**src/rtl/pulse_req_initiator_pkg.sv**
```systemverilog
// Shared types and defaults for the pulse request initiator.
// State encoding plus parameter defaults and a counter-width helper.
package pulse_req_pkg;

   typedef enum logic [1:0] {
      IDLE,
      REQ,
      WAIT_ACK,
      GAP
   } state_e;

   localparam int CNT_W_DEF     = 4;
   localparam int TIMEOUT_DEF   = 8;
   localparam int MAX_RETRY_DEF = 3;
   localparam int GAP_DEF       = 2;

   // Bits needed to hold 0..max_val; never narrower than one bit.
   function automatic int cnt_bits(input int max_val);
      return (max_val < 1) ? 1 : $clog2(max_val + 1);
   endfunction

endpackage

```
**src/rtl/pulse_req_initiator_if.sv**
```systemverilog
// Trigger/acknowledge/status bundle of the pulse request initiator.
// master = initiator side, slave = event source plus responder side.
interface pulse_req_initiator_if
   import pulse_req_pkg::*;
#(
   parameter int CNT_W = CNT_W_DEF
);

   logic             trig;
   logic             active;
   logic             err_clr;
   logic             a;
   logic [CNT_W-1:0] pending;
   logic             busy;
   logic             err;
   logic             drop;

   modport master (
      input  trig,
      input  active,
      input  err_clr,
      output a,
      output pending,
      output busy,
      output err,
      output drop
   );

   modport slave (
      output trig,
      output active,
      output err_clr,
      input  a,
      input  pending,
      input  busy,
      input  err,
      input  drop
   );

endinterface

```
**src/rtl/pulse_req_initiator_sat_updown_counter.sv**
```systemverilog
// Saturating up/down counter used as the pending-event queue.
// Simultaneous inc and dec cancel; inc at full is rejected.
module sat_updown_counter #(
   parameter int W = 4
) (
   input  logic         clk,
   input  logic         reset,
   input  logic         inc,
   input  logic         dec,
   output logic [W-1:0] count,
   output logic         full,
   output logic         rejected
);

   localparam logic [W-1:0] MAX_V = '1;

   logic [W-1:0] count_q;
   logic [W-1:0] count_d;

   assign full  = (count_q == MAX_V);
   assign count = count_q;

   // Next count and rejection flag from the inc/dec pair.
   always_comb begin
      count_d  = count_q;
      rejected = 1'b0;
      if (inc && !dec) begin
         if (full) begin
            rejected = 1'b1;
         end else begin
            count_d = count_q + W'(1);
         end
      end else if (dec && !inc && (count_q != '0)) begin
         count_d = count_q - W'(1);
      end
   end

   // Count register.
   always_ff @(posedge clk or posedge reset) begin
      if (reset) begin
         count_q <= '0;
      end else begin
         count_q <= count_d;
      end
   end

endmodule

```
**src/rtl/pulse_req_initiator.sv**
```systemverilog
// Initiator of the single-wire request/active pulse protocol.
// Queues triggers, pulses a, waits for active, retries, then drops.
module pulse_req_initiator
   import pulse_req_pkg::*;
#(
   parameter int CNT_W     = CNT_W_DEF,
   parameter int TIMEOUT   = TIMEOUT_DEF,
   parameter int MAX_RETRY = MAX_RETRY_DEF,
   parameter int GAP       = GAP_DEF
) (
   input logic                  clk,
   input logic                  reset,
   pulse_req_initiator_if.master bus
);

   localparam int WAIT_W  = cnt_bits(TIMEOUT);
   localparam int RETRY_W = cnt_bits(MAX_RETRY);
   localparam int GAP_W   = cnt_bits(GAP);

   localparam logic [WAIT_W-1:0]  TO_V  = WAIT_W'(TIMEOUT);
   localparam logic [RETRY_W-1:0] MR_V  = RETRY_W'(MAX_RETRY);
   localparam logic [GAP_W-1:0]   GAP_V = GAP_W'(GAP);

   // The GAP parameter shadows the state literal of the same name.
   localparam state_e ST_GAP = pulse_req_pkg::GAP;

   state_e              state_q;
   state_e              state_d;
   logic [WAIT_W-1:0]   wait_q;
   logic [WAIT_W-1:0]   wait_d;
   logic [RETRY_W-1:0]  retry_q;
   logic [RETRY_W-1:0]  retry_d;
   logic [GAP_W-1:0]    gap_q;
   logic [GAP_W-1:0]    gap_d;
   logic                err_q;
   logic                err_d;

   logic                dec;
   logic                err_set;
   logic                pend_nz;
   logic                full;
   logic                rejected;
   logic [CNT_W-1:0]    count;

   sat_updown_counter #(
      .W (CNT_W)
   ) u_pending (
      .clk      (clk),
      .reset    (reset),
      .inc      (bus.trig),
      .dec      (dec),
      .count    (count),
      .full     (full),
      .rejected (rejected)
   );

   assign pend_nz = full || (count != '0);

   assign bus.a       = (state_q == REQ);
   assign bus.busy    = (state_q != IDLE);
   assign bus.pending = count;
   assign bus.err     = err_q;
   assign bus.drop    = rejected;

   // Next state, wait/gap/retry counters and queue decrement.
   always_comb begin
      state_d = state_q;
      wait_d  = wait_q;
      retry_d = retry_q;
      gap_d   = gap_q;
      dec     = 1'b0;
      err_set = 1'b0;
      unique case (state_q)
         IDLE: begin
            if (pend_nz || bus.trig) begin
               state_d = REQ;
            end
         end
         REQ: begin
            state_d = WAIT_ACK;
            wait_d  = WAIT_W'(1);
         end
         WAIT_ACK: begin
            if (bus.active) begin
               dec     = 1'b1;
               retry_d = '0;
               state_d = ST_GAP;
               gap_d   = GAP_W'(1);
            end else if (wait_q == TO_V) begin
               if (retry_q < MR_V) begin
                  retry_d = retry_q + RETRY_W'(1);
               end else begin
                  err_set = 1'b1;
                  dec     = 1'b1;
                  retry_d = '0;
               end
               state_d = ST_GAP;
               gap_d   = GAP_W'(1);
            end else begin
               wait_d = wait_q + WAIT_W'(1);
            end
         end
         ST_GAP: begin
            if (gap_q == GAP_V) begin
               // No decrement happens in GAP, so a trig now
               // is enough to make the next pending non-zero.
               if (pend_nz || bus.trig || (retry_q != '0)) begin
                  state_d = REQ;
               end else begin
                  state_d = IDLE;
               end
            end else begin
               gap_d = gap_q + GAP_W'(1);
            end
         end
         default: begin
            state_d = IDLE;
         end
      endcase
   end

   // Sticky error: a new drop outranks a same-cycle clear.
   always_comb begin
      err_d = err_set | (err_q & ~bus.err_clr);
   end

   // State and counter registers.
   always_ff @(posedge clk or posedge reset) begin
      if (reset) begin
         state_q <= IDLE;
         wait_q  <= '0;
         retry_q <= '0;
         gap_q   <= '0;
         err_q   <= 1'b0;
      end else begin
         state_q <= state_d;
         wait_q  <= wait_d;
         retry_q <= retry_d;
         gap_q   <= gap_d;
         err_q   <= err_d;
      end
   end

endmodule

```
**src/flat_wrapper.sv**
```systemverilog
// flat-port wrapper written by rule: the top's interface ports become plain ports
module pulse_req_initiator_flat import pulse_req_pkg::*;
#(
   parameter int CNT_W     = CNT_W_DEF,
   parameter int TIMEOUT   = TIMEOUT_DEF,
   parameter int MAX_RETRY = MAX_RETRY_DEF,
   parameter int GAP       = GAP_DEF
)
  (clk, reset, bus_trig, bus_active, bus_err_clr, bus_a, bus_pending, bus_busy, bus_err, bus_drop);
  pulse_req_initiator_if #(.CNT_W(CNT_W)) bus_i ();
  input logic clk;
  input logic reset;
  input wire logic [$bits(bus_i.trig)-1:0] bus_trig;
  input wire logic [$bits(bus_i.active)-1:0] bus_active;
  input wire logic [$bits(bus_i.err_clr)-1:0] bus_err_clr;
  output wire logic [$bits(bus_i.a)-1:0] bus_a;
  output wire logic [$bits(bus_i.pending)-1:0] bus_pending;
  output wire logic [$bits(bus_i.busy)-1:0] bus_busy;
  output wire logic [$bits(bus_i.err)-1:0] bus_err;
  output wire logic [$bits(bus_i.drop)-1:0] bus_drop;
  assign bus_i.trig = bus_trig;
  assign bus_i.active = bus_active;
  assign bus_i.err_clr = bus_err_clr;
  assign bus_a = bus_i.a;
  assign bus_pending = bus_i.pending;
  assign bus_busy = bus_i.busy;
  assign bus_err = bus_i.err;
  assign bus_drop = bus_i.drop;
  pulse_req_initiator #(.CNT_W(CNT_W), .TIMEOUT(TIMEOUT), .MAX_RETRY(MAX_RETRY), .GAP(GAP)) u_core (.clk(clk), .reset(reset), .bus(bus_i));
endmodule
```
**config.mk**
```make
export PLATFORM = sky130hd
export DESIGN_NAME = pulse_req_initiator_flat
export DESIGN_NICKNAME = d
export VERILOG_FILES = /design/src/rtl/pulse_req_initiator_pkg.sv /design/src/rtl/pulse_req_initiator_if.sv /design/src/rtl/pulse_req_initiator_sat_updown_counter.sv /design/src/rtl/pulse_req_initiator.sv /design/src/flat_wrapper.sv
export SDC_FILE = /design/constraint.sdc
export NUM_CORES = 1
export LEC_CHECK = 0
export ABC_AREA = 1
export CORE_MARGIN = 3
export CORE_UTILIZATION = 66
export CTS_BUF_LIST = sky130_fd_sc_hd__clkbuf_2
export CTS_CLUSTER_DIAMETER = 30
export DETAILED_ROUTE_END_ITERATION = 8
export DONT_BUFFER_PORTS = 1
export PLACE_DENSITY = 0.9
export SLEW_MARGIN = 40
export SYNTH_ARGS = -nofsm -noshare
export SYNTH_HDL_FRONTEND = slang
export SYNTH_HIERARCHICAL = 1
export SYNTH_SLANG_ARGS = --single-unit
```
**constraint.sdc**
```tcl
create_clock -name clk -period 3.7 [get_ports clk]
set_input_delay 0.925 -clock clk [delete_from_list [all_inputs] [get_ports clk]]
set_output_delay 0.925 -clock clk [all_outputs]
set_load 0.02 [all_outputs]
```
==> flow_metrics.env, run 1 <==
export IMPL_dr_pass1_iters=4
export IMPL_io_buffers=0
export IMPL_pwr_share_seq=0.378
export IMPL_ant_nets=0
export IMPL_tritoncts="built"
export IMPL_place_gp_congestion=0.791
export IMPL_hp_class="input port to async pin"
export IMPL_start_kind="flop"
export IMPL_die_h_um=46.5
export IMPL_synth_top_area_share=0.347
export IMPL_fin_crit_ps=2950
export IMPL_drtIter0Drc=29
export IMPL_ys_ff_latch=15
export IMPL_critPathBufInv=3
export IMPL_crit_type="flop to output pin"
export IMPL_grt_pass1_vias=842
export IMPL_area_delta_synth_final_pct=3.58
export IMPL_dieArea_um2=2160
export IMPL_grt_max_degree=12
export IMPL_synth_seq_area_share=0.347
export IMPL_gr_total_overflow=0
export IMPL_cp_slowest_stage_delay_ps=500
export IMPL_power_leakage_uw=0.000618
export IMPL_totalWireLength_um=1920
export IMPL_layout_drive_gt1_share=0.135
export IMPL_num_rows=13
export IMPL_cts_buffer_depth=2
export IMPL_detail_route_vias_per_cell=5.39
export IMPL_clockPowerShare=0.088
export IMPL_power_switching_uw=455
export IMPL_timing_critical_path_mode_cell="inv_1"
export IMPL_power_density_nw_per_um2=793
export IMPL_holdBufCountCts=0
export IMPL_outcome="finished clean"
export IMPL_cts_resized=0
export IMPL_worst_ir_drop_vdd_mv=0.497
export IMPL_cpLargestDelayFamily="simple AND/OR/NAND/NOR gates"
export IMPL_hpwl_um=1560
export IMPL_drv_cap=0
export IMPL_path_max_fanout=7
export IMPL_grt_pass1_wl_um=3260
export IMPL_skew_ps=28.3
export IMPL_period_share=0.796
export IMPL_cts_inserted_buffers=3
export IMPL_n_antenna_cell=0
export IMPL_switching_share=0.512
export IMPL_cp_end_kind="output pin"
export IMPL_internal_power_uw=434
export IMPL_fin_hold_ws_ps=400
export IMPL_slew_headroom=0.587
export IMPL_slowest_stage="nor3_1"
export IMPL_htreeDepth=1
export IMPL_cts_root_buf="clkbuf_2"
export IMPL_drc=0
export IMPL_total_power_uw=890
export IMPL_antenna_found_initial=0
export IMPL_initial_core_util=0.765
export IMPL_syn_area_um2=1080
export IMPL_cts_sinks=15
export IMPL_p_comb_frac=0.534
export IMPL_hold_violations=0
export IMPL_ys_warn_count=6
export IMPL_nets=167
export IMPL_path_clk_slew_ps=150
export IMPL_nFillCells=87
export IMPL_r2r_slack_ps=1370
export IMPL_ios=13
export IMPL_drv_slew=0
export IMPL_rsz0062_at_grt="false"
export IMPL_yosysUniqueCellTypes=24
export IMPL_setup_violations=0
export IMPL_syn_inst=144
export IMPL_crit_chain="inv_1, ha_1, nand3_2, inv_1, nand2_1, a21oi_1, inv_2, nand2_2, nor3_1"
export IMPL_route_vias_total=878
export IMPL_clk_latency_ps=300
export IMPL_yosys_area_top_type="dfrtp_1"
export IMPL_cp_required_ps=2770
export IMPL_die_x_um=46.5
export IMPL_postSynthAreaPerCell_um2=7.52
export IMPL_core_region_area_um2=1420
export IMPL_post_drt_wl_per_cell_um=11.8
export IMPL_timing_fmax_mhz=339
export IMPL_synth_nets=162
export IMPL_crit_arrival_ps=2020
export IMPL_tightestPinTransition_ps=614
export IMPL_synthTopCellsByArea="dfrtp_1, ha_1, nand2_1"
export IMPL_track_usage=0.214
export IMPL_fin_setup_tns_ps=0
export IMPL_post_cts_buffers=0
cells in the mapped netlist:
cell type	number
nand2_1	39
inv_1	19
dfrtp_1	15
ha_1	12
nor2_1	12
nand3_1	10
o21ai_0	7
a21oi_1	5
o21ai_1	4
inv_2	3
nand2_2	3
nand2_4	2
nor2_4	2
clkinv_1	1
clkinv_2	1
fa_1	1
nand3_2	1
nor2_2	1
nor3_1	1
o21ai_2	1
or2_1	1
or2_2	1
or2_4	1
xor2_1	1
layout make-up:
| type | count | area, um^2 | area share |
|---|---|---|---|
| multi-input combinational | 105 | 616 | 0.549 |
| clock buffer | 4 | 20.0 | 0.0179 |
| tap | 15 | 18.8 | 0.0167 |
| sequential | 15 | 375 | 0.335 |
| inverter | 24 | 91.3 | 0.0815 |
worst paths after layout:
| kind | cells after the start | from | end |
|---|---|---|---|
| max reg2reg | 14 | u_core/wait_q[0] | u_core/u_pending/count[3] |
| max | 9 | u_core/wait_q[0] | bus_drop |
| min | 1 | reset | u_core/u_pending/count[0] |
| max in group asynchronous | 1 | reset | u_core/gap_q[0] |
| min reg2reg | 1 | u_core/gap_q[0] | u_core/gap_q[0] |
| min in group clk | 1 | u_core/gap_q[0] | u_core/gap_q[0] |
power groups by stage:
| stage | clock, uW | combinational, uW | sequential (uW) |
|---|---|---|---|
| floorplan | 0 | 391 | 321 |
| global placement | 0 | 445 | 336 |
| detailed placement | 0 | 473 | 341 |
| CTS | 79.9 | 476 | 337 |
| global route | 86.7 | 549 | 350 |
| finish | 77.9 | 475 | 336 |
per-layer routing:
metal | GRT usage | wire (um) | vias up
li1 | - | - | 454
met5 | 0 | 0 | -
met3 | 0.0703 | 130 | 5
met2 | 0.376 | 971 | 24
met1 | 0.248 | 810 | 395
met4 | 0.0511 | 11 | 0
stage by stage:
step,setup slack (ps),util,instance area [um^2],std cells
6_report,753,0.792,1120,163
2_1_floorplan,1100,-,1080,144
5_1_grt,560,0.792,1120,163
3_3_place_gp,1030,0.778,1100,159
4_1_cts,745,0.792,1120,163
3_5_place_dp,1020,0.778,1100,159
state kept, by name, summed over array words and instances (netlist names):
name and count:
u_core/gap_q 2, u_core/state_q 2, u_core/wait_q 4, u_core/retry_q 2, u_core/bus.err 1, u_core/u_pending/count 4
cell families (layout without fill, tap and decap cells):
kind of cell    count (synthesis)  after routing  share of synthesized area
simple gates                   74             74                      0.321
xor+xnor                        1              1                    0.00809
fa+ha+maj                      13             13                      0.157
compound gates                 17             17                     0.0821
buf+inv                        24             28                     0.0844
flops                          15             15                      0.347
cell usage in the layout (no fill, tap or decap), types with 3 or more instances in the layout:
cell type  Yosys  layout
dfrtp_1       15      15
ha_1          12      12
a21oi_1        5       5
nand3_1       10      10
o21ai_0        7       7
inv_2          3       3
nor2_1        12      12
o21ai_1        4       4
nand2_2        3       3
clkbuf_2       0       4
nand2_1       39      39
inv_1         19      19
No activity file was read; power rests on OpenSTA's default activity.
==> run 2, diff against run 1 <==
- CORE_UTILIZATION: 66 -> 65
- PLACE_DENSITY: 0.9 -> 0.89
- clock period: 3.7 -> 2.8 ns (I/O delays scaled with it)
==> run 2 against run 1 <==
Net effect: clock power is 37% higher; clock skew is 26 ps lower; critical path depth is 1 higher; utilization is 5.9 points lower; first-iteration DRC count is 3.4% lower; wire length is 5.2% higher; final cell count is 1.2% higher; register-to-register slack worse by 920 ps; count of clock-buffer cells in the layout stayed put; critical endpoint unchanged.
==> flow_metrics.env, run 2 (synthesis results as in run 1) <==
export IMPL_fin_setup_tns_ps=0
export IMPL_drc=0
export IMPL_htreeDepth=1
export IMPL_finish_utilization=0.733
export IMPL_drv_slew=0
export IMPL_die_x_um=46.8
export IMPL_outcome="finished clean"
export IMPL_skew_ps=1.82
export IMPL_cts_buffer_depth=2
export IMPL_n_antenna_cell=0
export IMPL_nets=168
export IMPL_start_kind="flop"
export IMPL_clockPowerShare=0.090
export IMPL_die_h_um=46.8
export IMPL_p_comb_frac=0.534
export IMPL_cts_sinks=15
export IMPL_track_usage=0.220
export IMPL_power_switching_uw=608
export IMPL_dieArea_um2=2190
export IMPL_cts_resized=0
export IMPL_period_share=0.923
export IMPL_switching_share=0.515
export IMPL_timing_fmax_mhz=387
export IMPL_clk_latency_ps=280
export IMPL_cts_root_buf="clkbuf_2"
export IMPL_gr_total_overflow=0
export IMPL_pwr_share_seq=0.375
export IMPL_hp_class="input port to async pin"
export IMPL_hold_violations=0
export IMPL_slew_headroom=0.698
export IMPL_num_rows=14
export IMPL_crit_type="flop to output pin"
export IMPL_layout_common_cells="nand2_1, inv_1, dfrtp_1"
export IMPL_worst_ir_drop_vdd_mv=0.688
export IMPL_ios=13
export IMPL_grt_max_degree=12
export IMPL_r2r_end="u_core/u_pending/count[3]"
export IMPL_cp_required_ps=2100
export IMPL_crit_arrival_ps=1890
export IMPL_drtIter0Drc=28
export IMPL_area_delta_synth_final_pct=4.39
export IMPL_hpwl_um=1610
export IMPL_route_vias_total=893
export IMPL_totalWireLength_um=2030
export IMPL_mostFrequentLayoutCell="nand2_1"
export IMPL_antenna_found_initial=0
export IMPL_fin_crit_ps=2590
export IMPL_dr_pass1_iters=4
export IMPL_r2r_slack_ps=450
export IMPL_core_region_area_um2=1540
export IMPL_power_leakage_uw=0.000623
export IMPL_holdBufCountCts=0
export IMPL_fin_hold_ws_ps=161
export IMPL_path_clk_slew_ps=140
export IMPL_multi_input_area_um2=616
export IMPL_internal_power_uw=574
export IMPL_grt_pass1_vias=781
export IMPL_nFillCells=115
export IMPL_setup_violations=0
export IMPL_register_area_um2=375
export IMPL_place_gp_congestion=0.797
export IMPL_detail_route_vias_per_cell=5.41
export IMPL_post_drt_wl_per_cell_um=12.3
export IMPL_tritoncts="built"
export IMPL_cp_end_kind="output pin"
export IMPL_drv_cap=0
export IMPL_power_density_nw_per_um2=1050
export IMPL_layout_cells_non_filler=165
export IMPL_io_buffers=0
export IMPL_dp_cells=161
export IMPL_rsz0062_at_grt="false"
export IMPL_cts_inserted_buffers=3
export IMPL_r2r_start="u_core/wait_q[0]"
export IMPL_grt_pass1_wl_um=3310
export IMPL_initial_core_util=0.702
export IMPL_layout_drive_gt1_share=0.141
export IMPL_rr_worst_depth=14
export IMPL_ant_nets=0
export IMPL_tightestPinTransition_ps=453
export IMPL_path_max_fanout=7
export IMPL_post_cts_buffers=0
## run 2: cell count changes in the layout (fill, tap and decap cells not counted), sizes merged
cell / before / now
buf: 0 / 1
## run 2: worst max-delay path by stage
stage,startpoint,cells after the start,slack (ps),to
after global placement,u_core/wait_q[0],10,640,bus_drop
after floorplan,u_core/wait_q[0],9,550,bus_drop
after CTS,u_core/wait_q[0],10,210,bus_drop
final,u_core/wait_q[0],10,210,bus_drop
after global routing,u_core/wait_q[0],10,40,bus_drop
after detailed placement,u_core/wait_q[0],14,490,u_core/u_pending/count[3]
## run 2: power groups by stage
stage / logic (uW) / registers, uW / clock network [uW]
after floorplan: 517 / 425 / 0
after global placement: 591 / 444 / 0
after detailed placement: 625 / 449 / 0
after CTS: 628 / 444 / 112
after global routing: 722 / 463 / 127
final: 632 / 443 / 107
## run 2: layer usage
metal	up-vias	track usage	part of all wire
met2	24	0.366	0.51
met4	0	0.116	0.020
met5	-	0	0
met1	405	0.262	0.42
li1	458	-	-
met3	6	0.0536	0.056
## run 2: layout make-up
| cell class | instances | share of cell area |
|---|---|---|
| Multi-Input combinational cell | 105 | 0.545 |
| Sequential cell | 15 | 0.332 |
| Inverter | 24 | 0.0808 |
| Clock buffer | 4 | 0.0177 |
| Tap cell | 16 | 0.0177 |
| Timing Repair Buffer | 1 | 0.00664 |
## run 2: worst max-delay path, cell delays in order, from the launching register on
cell	delay, ps
dfrtp_1	440
inv_1	90
ha_1	170
nand3_2	130
inv_1	140
nand2_1	60
a21oi_1	150
inv_2	70
nand2_2	130
nor3_1	60
buf_4	150
## run 2: stage by stage
stage	area, um^2	power, uW	setup WS (ps)
detailed placement	1110	1070	492
CTS	1130	1180	212
global route	1130	1310	41.0
global placement	1110	1030	636
finish	1130	1180	215
floorplan	1080	941	548
==> run 3, diff against run 2 <==
- SETUP_SLACK_MARGIN: default -> 0.3
==> run 3 against run 2 <==
Net effect: register-to-register slack better by 90 ps; combinational power is 11% higher; sequential power hardly changed.
==> flow_metrics.env, run 3 (synthesis results as in run 1) <==
export IMPL_fin_area_um2=1210
export IMPL_post_drt_wl_per_cell_um=13.6
export IMPL_cpLargestDelayFamily="flip-flops"
export IMPL_hp_class="input port to async pin"
export IMPL_ios=13
export IMPL_drv_slew=0
export IMPL_tightestPinTransition_ps=453
export IMPL_critPathBufInv=4
export IMPL_cp_required_ps=2100
export IMPL_timing_fmax_mhz=415
export IMPL_io_buffers=0
export IMPL_clk_latency_ps=280
export IMPL_grt_pass1_vias=840
export IMPL_gr_total_overflow=0
export IMPL_cts_buffer_depth=2
export IMPL_n_antenna_cell=0
export IMPL_grt_pass1_wl_um=3420
export IMPL_nFillCells=98
export IMPL_num_rows=14
export IMPL_dieArea_um2=2190
export IMPL_cts_root_buf="clkbuf_2"
export IMPL_worst_ir_drop_vdd_mv=0.717
export IMPL_mostFrequentLayoutCell="nand2_1"
export IMPL_ant_nets=0
export IMPL_crit_type="flop to output pin"
export IMPL_cts_sinks=15
export IMPL_hpwl_um=1610
export IMPL_drc=0
export IMPL_grt_max_degree=12
export IMPL_track_usage=0.227
export IMPL_nets=176
export IMPL_antenna_found_initial=0
export IMPL_hold_violations=0
export IMPL_power_density_nw_per_um2=1040
export IMPL_dr_pass1_iters=6
export IMPL_die_h_um=46.8
export IMPL_gr_usage_met3=0.0613
export IMPL_cp_end_kind="output pin"
export IMPL_slowest_stage="dfrtp_1"
export IMPL_layout_drive_gt1_share=0.217
export IMPL_fin_crit_ps=2410
export IMPL_cts_inserted_buffers=3
export IMPL_path_max_fanout=6
export IMPL_crit_arrival_ps=1710
export IMPL_fin_setup_tns_ps=0
export IMPL_drtIter0Drc=30
export IMPL_totalWireLength_um=2360
export IMPL_detail_route_vias_per_cell=5.59
export IMPL_dp_cells=161
export IMPL_crit_chain="inv_2, ha_2, nand3_4, inv_4, nand2_1, a21oi_2, inv_2, nand2_4, nor3_1, buf_4"
export IMPL_skew_ps=3.59
export IMPL_rsz0062_at_grt="false"
export IMPL_area_delta_synth_final_pct=12.0
export IMPL_slew_headroom=0.698
export IMPL_use_met2=0.385
export IMPL_cp_slowest_stage_delay_ps=420
export IMPL_place_gp_congestion=0.797
export IMPL_power_leakage_uw=0.000654
export IMPL_drv_cap=0
export IMPL_die_x_um=46.8
export IMPL_htreeDepth=1
export IMPL_route_vias_total=967
export IMPL_initial_core_util=0.702
export IMPL_path_clk_slew_ps=150
export IMPL_gr_max_usage_layer="met2"
export IMPL_tritoncts="built"
export IMPL_place_area_um2=1110
export IMPL_outcome="finished clean"
export IMPL_timing_critical_path_mode_cell="inv_2"
export IMPL_core_region_area_um2=1540
export IMPL_period_share=0.860
export IMPL_setup_violations=0
export IMPL_met1_usage=0.250
export IMPL_register_area_um2=377
export IMPL_multi_input_area_um2=634
export IMPL_layout_cells_non_filler=173
export IMPL_layout_common_cells="nand2_1, inv_1, dfrtp_1"
export IMPL_start_kind="flop"
==> run 3: cell count changes in the layout (fill, tap and decap cells not counted), sizes merged <==
cell,before,now
buf,1,9
==> run 3: path summary, 6_finish.rpt <==
path | depth (start not counted) | from | slack, ps | to
min in group clk | 1 | bus_err_clr | 490 | u_core/bus.err
max in group asynchronous | 1 | reset | 2210 | u_core/state_q[0]
hold / removal | 1 | reset | 160 | u_core/u_pending/count[1]
setup / recovery | 10 | u_core/wait_q[0] | 390 | bus_drop
hold reg to reg | 1 | u_core/gap_q[0] | 490 | u_core/gap_q[0]
setup reg to reg | 15 | u_core/wait_q[0] | 540 | u_core/u_pending/count[3]
==> run 3: timing repair <==
item	CTS	global route
setup buffers	2	6
endpoints found under the setup margin	1	1
gates cloned	0	0
pin swaps	0	3
gates resized for setup	2	6
hold buffers	0	0
==> run 3: through the flow <==
step	setup slack, ps	util	total power (uW)	hold slack, ps
floorplan	548	-	941	445
global placement	636	0.720	1030	461
global route	272	0.787	1380	120
finish	391	0.787	1260	156
detailed placement	492	0.720	1070	464
CTS	321	0.746	1200	151
==> run 3: where the power goes <==
group	switching (uW)	internal, uW	leakage, uW
logic	432	272	0.000449
clock network	71.7	37.9	0.0000166
registers	145	299	0.000189
==> run 3: routing by layer <==
layer,routed length (um),up-vias
met5,0,-
met4,61,0
met3,167,8
met2,1200,58
met1,922,429
li1,-,472
==> run 3: worst reg2reg max path: stages (launching register included) <==
cell and delay, ps:
dfrtp_1 420, inv_2 60, ha_2 180, nand3_4 90
inv_4 80, nand2_1 60, a21oi_2 140, inv_2 80
nand2_4 100, buf_4 120, ha_1 260, or2_2 290
nand2_1 80, nand2_1 80, nand3_1 100, nand2_1 50
==> run 3: cell type report <==
cell class,instances,share of cell area
repair buffers,9,0.0557
clock buffers,4,0.0165
flip-flops and latches,15,0.311
well taps,16,0.0165
multi-input cells,105,0.523
inverters,24,0.0774
